<file path="src/rtl/ram_arbiter.sv">
// ----------------------------------------------------------------------------
// ram_arbiter
//
// Purpose:
//   Shares the single RAM port between four requesters: the instruction fetch
//   and data ports of core0 and core1. Class priority is data write, then data
//   read, then instruction read. Within a class the two cores take turns
//   through a per-class round-robin pointer. The arbiter drives the RAM
//   request signals and returns wait/load to the requester that holds the
//   grant.
//
// Optional feature (macro RAM_ARB_STARVE_GUARD_EN):
//   Defined   : each core has a 4-bit saturating starvation counter. A pending
//               iREN whose counter has reached STARVE_LIMIT outranks every
//               data class.
//   Undefined : strict class priority; instruction fetch can starve.
//
// Ports:
//   CLK, RST        clock; synchronous active-high reset
//   iREN / iaddr    per-core instruction read request and address
//   dREN / dWEN     per-core data read / write request
//   daddr / dstore  per-core data address and write value
//   iwait / dwait   per-core wait; 0 means the transfer completes this cycle
//   iload / dload   per-core return data (sentinel while not granted)
//   ramREN/ramWEN   RAM read / write enable
//   ramaddr         RAM address
//   ramstore        RAM write data
//   ramload         RAM read data
//   ramstate        RAM status: FREE=0, BUSY=1, ACCESS=2, ERROR=3
//   gnt_valid       a grant is active
//   gnt_core        core that holds the grant
//   gnt_kind        grant type: 0=IR, 1=DR, 2=DW
// ----------------------------------------------------------------------------
module ram_arbiter #(
    parameter int CPUS         = 2,
    parameter int STARVE_LIMIT = 8
) (
    input  logic                  CLK,
    input  logic                  RST,
    input  logic [CPUS-1:0]       iREN,
    input  logic [CPUS-1:0][31:0] iaddr,
    input  logic [CPUS-1:0]       dREN,
    input  logic [CPUS-1:0]       dWEN,
    input  logic [CPUS-1:0][31:0] daddr,
    input  logic [CPUS-1:0][31:0] dstore,
    output logic [CPUS-1:0]       iwait,
    output logic [CPUS-1:0]       dwait,
    output logic [CPUS-1:0][31:0] iload,
    output logic [CPUS-1:0][31:0] dload,
    output logic                  ramREN,
    output logic                  ramWEN,
    output logic [31:0]           ramaddr,
    output logic [31:0]           ramstore,
    input  logic [31:0]           ramload,
    input  logic [1:0]            ramstate,
    output logic                  gnt_valid,
    output logic                  gnt_core,
    output logic [1:0]            gnt_kind
);

    // The arbitration logic is written for exactly two cores, and the
    // starvation counter is 4 bits wide.
    if (CPUS != 2 || STARVE_LIMIT < 1 || STARVE_LIMIT > 15) begin : g_bad_params
        $error("ram_arbiter: CPUS must be 2 and STARVE_LIMIT must be 1..15");
    end

    typedef enum logic {IDLE = 1'b0, GRANT = 1'b1} state_t;
    typedef enum logic [1:0] {KIND_IR = 2'd0, KIND_DR = 2'd1, KIND_DW = 2'd2} kind_t;

    localparam logic [1:0]       RAM_ACCESS    = 2'd2;
    localparam logic [1:0][31:0] LOAD_SENTINEL = {32'hBAD1BAD1, 32'hBAD0BAD0};

    state_t     state, next_state;
    kind_t      gnt_kind_q;
    logic       gnt_core_q;
    logic       rr_ir, rr_dr, rr_dw;

    kind_t      win_kind;
    logic       win_valid;
    logic       win_core;
    logic [1:0] dr_req;
    logic [1:0] promoted;
    logic       req_held;
    logic       complete;
    logic       abort;

    // Both cores requesting: the pointer decides. Otherwise the only requester wins.
    function automatic logic pick(input logic [1:0] req, input logic ptr);
        return (req == 2'b11) ? ptr : req[1];
    endfunction

    // A core raising dREN and dWEN together is treated as a write only.
    assign dr_req = dREN & ~dWEN;

`ifdef RAM_ARB_STARVE_GUARD_EN
    logic [CPUS-1:0][3:0] starve_cnt;

    always_comb begin
        promoted = '0;
        for (int k = 0; k < CPUS; k++) begin
            promoted[k] = iREN[k] && (int'(starve_cnt[k]) >= STARVE_LIMIT);
        end
    end

    // A counter grows each IDLE cycle in which its core fetches but loses to a
    // data class. It clears when that core's fetch is granted.
    always_ff @(posedge CLK) begin
        if (RST) begin
            starve_cnt <= '0;
        end else if (state == IDLE && win_valid) begin
            for (int k = 0; k < CPUS; k++) begin
                if (win_kind == KIND_IR && win_core == 1'(k)) begin
                    starve_cnt[k] <= '0;
                end else if (iREN[k] && win_kind != KIND_IR && starve_cnt[k] != 4'hF) begin
                    starve_cnt[k] <= starve_cnt[k] + 4'd1;
                end
            end
        end
    end
`else
    assign promoted = '0;
`endif

    // Class arbitration on the current request vector. A promoted (starved)
    // fetch is ranked first.
    always_comb begin
        win_valid = 1'b1;
        win_core  = 1'b0;
        win_kind  = KIND_IR;
        if (promoted != 2'b00) begin
            win_core = pick(promoted, rr_ir);
        end else if (dWEN != 2'b00) begin
            win_kind = KIND_DW;
            win_core = pick(dWEN, rr_dw);
        end else if (dr_req != 2'b00) begin
            win_kind = KIND_DR;
            win_core = pick(dr_req, rr_dr);
        end else if (iREN != 2'b00) begin
            win_core = pick(iREN, rr_ir);
        end else begin
            win_valid = 1'b0;
        end
    end

    // The request bit that keeps the current grant alive.
    always_comb begin
        case (gnt_kind_q)
            KIND_IR: req_held = iREN[gnt_core_q];
            KIND_DR: req_held = dREN[gnt_core_q];
            default: req_held = dWEN[gnt_core_q];
        endcase
    end

    // A completion takes priority over a withdrawal in the same cycle.
    assign complete = (state == GRANT) && (ramstate == RAM_ACCESS);
    assign abort    = (state == GRANT) && !complete && !req_held;

    always_ff @(posedge CLK) begin
        if (RST) begin
            state      <= IDLE;
            gnt_core_q <= 1'b0;
            gnt_kind_q <= KIND_IR;
            rr_ir      <= 1'b0;
            rr_dr      <= 1'b0;
            rr_dw      <= 1'b0;
        end else begin
            state <= next_state;
            if (state == IDLE && win_valid) begin
                gnt_core_q <= win_core;
                gnt_kind_q <= win_kind;
            end
            // The pointer moves only on a real completion, never on an abort.
            if (complete) begin
                case (gnt_kind_q)
                    KIND_IR: rr_ir <= ~gnt_core_q;
                    KIND_DR: rr_dr <= ~gnt_core_q;
                    default: rr_dw <= ~gnt_core_q;
                endcase
            end
        end
    end

    always_comb begin
        next_state = state;
        case (state)
            IDLE:    if (win_valid) next_state = GRANT;
            GRANT:   if (complete || abort) next_state = IDLE;
            default: next_state = IDLE;
        endcase
    end

    // The RAM drive follows the latched grant for the whole GRANT state, so
    // BUSY, FREE and ERROR simply hold it. Only ACCESS releases the granted wait bit.
    always_comb begin
        iwait    = '1;
        dwait    = '1;
        iload    = LOAD_SENTINEL;
        dload    = LOAD_SENTINEL;
        ramREN   = 1'b0;
        ramWEN   = 1'b0;
        ramaddr  = '0;
        ramstore = '0;
        if (state == GRANT) begin
            case (gnt_kind_q)
                KIND_IR: begin
                    ramREN              = 1'b1;
                    ramaddr             = iaddr[gnt_core_q];
                    iload[gnt_core_q]   = ramload;
                    iwait[gnt_core_q]   = !complete;
                end
                KIND_DR: begin
                    ramREN              = 1'b1;
                    ramaddr             = daddr[gnt_core_q];
                    dload[gnt_core_q]   = ramload;
                    dwait[gnt_core_q]   = !complete;
                end
                default: begin
                    ramWEN              = 1'b1;
                    ramaddr             = daddr[gnt_core_q];
                    ramstore            = dstore[gnt_core_q];
                    dload[gnt_core_q]   = ramload;
                    dwait[gnt_core_q]   = !complete;
                end
            endcase
        end
    end

    assign gnt_valid = (state == GRANT);
    assign gnt_core  = gnt_core_q;
    assign gnt_kind  = gnt_kind_q;

endmodule
</file>
<file path="config.mk">
export PLATFORM = sky130hd
export DESIGN_NAME = ram_arbiter
export DESIGN_NICKNAME = d
export VERILOG_FILES = /design/src/rtl/ram_arbiter.sv
export SDC_FILE = /design/constraint.sdc
export NUM_CORES = 1
export LEC_CHECK = 0
export ABC_CLOCK_PERIOD_IN_PS = 1800
export CAP_MARGIN = 20
export CORE_AREA = 2 2 170 172
export DETAILED_ROUTE_END_ITERATION = 6
export DIE_AREA = 0 0 172 174
export GPL_ROUTABILITY_DRIVEN = 0
export SKIP_LAST_GASP = 1
export SLEW_MARGIN = 20
export SYNTH_ARGS = -nofsm -noshare
export SYNTH_HDL_FRONTEND = slang
export SYNTH_SLANG_ARGS = --single-unit
</file>
<file path="constraint.sdc">
create_clock -name CLK -period 1.8 [get_ports CLK]
set_input_delay 0.18 -clock CLK [delete_from_list [all_inputs] [get_ports CLK]]
set_output_delay 0.18 -clock CLK [all_outputs]
set_load 0.02 [all_outputs]
</file>
# Word level (Yosys, flattened, before mapping)
# Cells that the tools add are included.
# classes
addsub,0
n_mul,0
div,0
magnitude_cmp,2
eq_ne,5
n_shift,0
mux,47
bitwise_logic,10
n_reduce_logical,16
# op_table
operator,count
$mux W32,11
$mux W64,4
$not A34 Y34,1
$or A34 B34 Y34,1
$demux W32 S1,1
$and A30 B30 Y30,1
$mux W1,23
$mux W2,5
$eq A2 B2 Y1 const B,4
$reduce_and A2 Y1,3
$reduce_bool A2 Y1,3
$logic_and A1 B1 Y1,5
$not A2 Y2,2
$pmux W1 S2,2
$not A1 Y1,3
$and A2 B2 Y2,1
$eq A2 B1 Y1 const B,1
$logic_not A1 Y1,2
$logic_not A2 Y1,1
$lt A1 B2 Y1 const B,1
$or A2 B2 Y2,1
$reduce_or A2 Y1,1
$demux W1 S1,1
$ge A1 B1 Y1 const B,1
$logic_or A1 B1 Y1,1
# word_totals
ff_bits,7
latch_bits,0
ram_bits,0
mem_bits_ro,0
in_bits,234
out_inout_bits,202
wordCells,86
n_memories,0

# Depth between registers and ports, before layout
# depth
ltp_word,8
ltp_mapped,7
mapped_depth_nobuf,4

# Worst setup path after synthesis
# OpenSTA, ideal clock, no wires.
# synth_path
path_type,reg2out
from,"reg gnt_core_q, in the netlist gnt_core"
to,out ramaddr[10]
t_arrival_ns,1.621
t_required_ns,1.620
slack_ns,-0.001
stages_incl_launch_ff,5
path_buffers,2
cell_sequence,dfxtp_1 -> buf_2 -> buf_2 -> mux4_2 -> and2_1
# synth_via
elab_chain_len,4
word_cells_on_any_way,6
classes_between,6 x mux
# synth_rtl
item,line_no,rtl
"start, declared",75,logic gnt_core_q;
"start signal, assigned",169,gnt_core_q <= win_core;
$mux W32 (on tied branches) (2 in a row),"213, 219, 207",
$mux W32 (*),n/a,
$mux W32 (*),203,if (state == GRANT) begin
"end, declared",52,"output logic [31:0] ramaddr,"
# Mark *: on every way between the ends. The rest lies on a longest branch, timed or not. The select of a mux whose other input is x is not followed.

# Worst setup path in the final report
# layout_path
from,"reg gnt_kind_q[1], in the netlist gnt_kind[1]"
to,out ramaddr[16]
# layout_via
elab_chain_len,3
# layout_rtl
item,line_no,rtl
"start, declared",74,kind_t gnt_kind_q;
"start signal, assigned",170,gnt_kind_q <= win_kind;
$logic_not A2 Y1,204,case (gnt_kind_q)
$mux W32,n/a,
$mux W32,203,
# Every way passes these cells.

==> summary.txt <==
Clock tree
  – H-tree depth: 1
  – Root Buffer: clkbuf_16
  – Worst skew pair latency: 230 ps
  – Clock slew at reported path FFs: around 40 ps
  – CTS sink cnt: 7
  – Hold_buf cts: 0
  – Max clock buf depth: 2
  – CTS buffer count: 3
  – TritonCTS clock tree: yes

Critical path
  – Buf/Inv on CP: 4
  – CP Class: reg -> out
  – Crit. End Element: output pin
  – Startpoint types: flop
  – Crit path max fanout: 6
  – Family with the most delay on the worst path: buffers and inverters
  – CP required: 1620 ps
  – Crit path arrival time: about 1800 ps
  – Slowest CP cell: dfxtp_2
  – Worst-path cell chain: or2_4, buf_12, buf_8, buf_4, mux4_2, and2_4, buf_6
  – Worst path max stage delay: slightly above 300 ps

STA
  – Setup TNS: -6122 ps
  – Final Cycle Share: 1.117
  – Setup-failing EPs final: 101
  – Setup WS post-layout: -211.4 ps
  – Worst slew margin: 0.7651
  – RSZ-0062 raised after global routing: true
  – Final slew viol count: 0
  – Worst Skew: approximately 2.1 ps
  – Max frequency: approximately 0.5 GHz
  – Min Hold Slack: between 400 and 500 ps
  – Final-report hold violation count: 0
  – Fin crit period: approximately 2000 ps
  – Slew @ Worst Pin: roughly 340 ps

Logic synthesis
  – Ys async rst share: 0
  – Syn nets: around 590
  – Netlist Area Pre-Place: around 2900 sq um
  – Post-synthesis sequential element count: 7
  – Gate Count Post-Synth: approximately 360
  – Register area share after synthesis: 0.04811
  – Post-synth top flop: dfxtp_1
  – Mean Syn Cell Area: 8.136 sq um
  – Yosys warns: 0
  – EDFF count, synth: 0
  – Post-synth cell types: 35

Final layout
  – Fraction of layout cells with a size suffix above 1: 0.5099
  – Final Util: 0.3277
  – Antenna diodes: 0
  – Leading cell type in the layout, fill and taps excluded: clkdlybuf4s50_1
  – # fillers: 2932
  – Synthesis-to-finish area growth: 217.7%
  – Layout Nets: between 1000 and 1500
  – Most frequent cells in the layout: clkdlybuf4s50_1, buf_6, or3_4
  – Design Area, Final: about 9300 sq um

Floorplan
  – Core area: 28240 sq um
  – DIE WIDTH: ~170 microns
  – Starting Density: 0.1032
  – Rows: just over 60
  – I/O pins: 436
  – Die Area: ~30000 sq um
  – Die Ht: approximately 170 microns

Route
  – Initial DRC count: between 100 and 150
  – Routed WL: 21760 microns
  – Total number of vias: around 4900
  – ANT nets after route: 0
  – Drt wl/cell: approximately 18 microns
  – TritonRoute pass-1 iters: 4
  – # DRC: 0
  – Vias/cell: between 3 and 4

Outcome
  – Run status: complete, but fails checks
  – Failing checks: negative setup slack

GRT
  – Largest net degree at the start of global routing: 34
  – Antenna violations before repair: 0
  – Gr busiest metal: met2
  – Total GRT Usage: 0.1212
  – Met3 GRT Util: 0.02573
  – Grt ovf: 0
  – Vias in the first global route: between 4000 and 5000
  – Met2 GRT Util: 0.2460
  – First-pass GRT wire length: 27630 microns
  – GRT met1 Usage: 0.1266

Pwr
  – LEAKAGE: 0.003812 uW
  – P per Cell Area: 339.5 nW/um^2
  – Total Power: approximately 3100 uW
  – Max IR drop VDD: about 0.22 mV

Placement
  – # port buffers: between 400 and 500
  – Placed Area: 7973 sq um
  – Post-DP HPWL: roughly 15000 microns

Job
  – Max cap viols: 0

Worst hold path
  – Hold/Removal Path Class: reg -> reg
[timing repair]
item                       CTS  global route
pin swaps                    6            12
buffers inserted            19            26
setup endpoints to repair  198           183
cloned                       9             9
gates resized for setup    797           391
[state kept, by name (all words and copies together) (netlist names)]
signal     flops
gnt_core       1
rr_dw          1
gnt_kind       2
rr_dr          1
gnt_valid      1
rr_ir          1
[Yosys cell counts, types with 2 or more instances]
cell	n	area, sq um
and2_1	93	581.8
or3_1	71	444.2
nor2_1	43	161.4
mux2i_1	34	340.3
clkbuf_1	21	78.83
mux4_1	16	420.4
mux4_2	16	360.4
dfxtp_1	7	140.1
buf_2	6	30.03
nand2_1	6	22.52
a21oi_1	5	25.02
buf_4	5	37.54
buf_6	4	45.04
nand2b_1	4	25.02
clkbuf_2	3	15.01
inv_1	3	11.26
nand3_1	2	10.01
o21ai_0	2	10.01
[metal layers]
metal / part of all wire / up-vias
met3: 0.088 / 8
met2: 0.55 / 275
met4: 0.0071 / 0
li1: - / 2287
met5: 0 / -
met1: 0.36 / 2285
[path summary, 6_finish.rpt]
| kind | startpoint | endpoint | cells past startpoint | slack, ps |
|---|---|---|---|---|
| min | rr_ir$_SDFFE_PP0P_ | rr_ir$_SDFFE_PP0P_ | 1 | 490 |
| max | gnt_kind[1]$_SDFFE_PP0P_ | ramaddr[16] | 7 | -210 |
| min reg2reg | rr_ir$_SDFFE_PP0P_ | rr_ir$_SDFFE_PP0P_ | 1 | 490 |
| max reg2reg | gnt_valid$_SDFF_PP0_ | rr_dr$_SDFFE_PP0P_ | 6 | 250 |
[final cells by class]
cell class                 instances  area, sq um  area share
timing repair buffer             532         5513      0.5957
multi-input combinational        309         3020      0.3264
tap                              384        480.5     0.05192
sequential                         7        150.1     0.01622
clock buffer                       4        78.83    0.008518
inverter                           3        11.26    0.001217
[per-stage QoR]
step                      setup slack [ps]  instances
final                               -211.4       1239
after floorplan                      20.22        358
after detailed placement            -372.3       1180
after global routing                -244.3       1239
after CTS                           -268.7       1212
after global placement              -384.0       1180
[worst reg2reg max path: stages (launching register included)]
cell,delay [ps]
dfxtp_4,350
buf_4,140
nand3b_1,200
buf_4,220
nor3b_1,280
nor2_1,70
a211oi_1,200
[cells by family (layout without fill, tap and decap cells)]
logic type,count (synthesis),after routing,synth area share
buffers and inverters,43,539,0.08162
muxes,67,67,0.3887
and+or+nand+nor,225,226,0.4429
DFF,7,7,0.04811
AOI/OAI and AO/OA,16,16,0.03866
[report_power, final]
| part | switching (uW) | internal, uW | leakage [uW] | total, uW |
|---|---|---|---|---|
| combinational | 1050 | 1540 | 0.00371 | 2580 |
| sequential | 7.27 | 165 | 0.0000592 | 172 |
| clock | 90.5 | 295 | 0.0000382 | 386 |
Note: power is estimated with default switching activity, not from simulation.
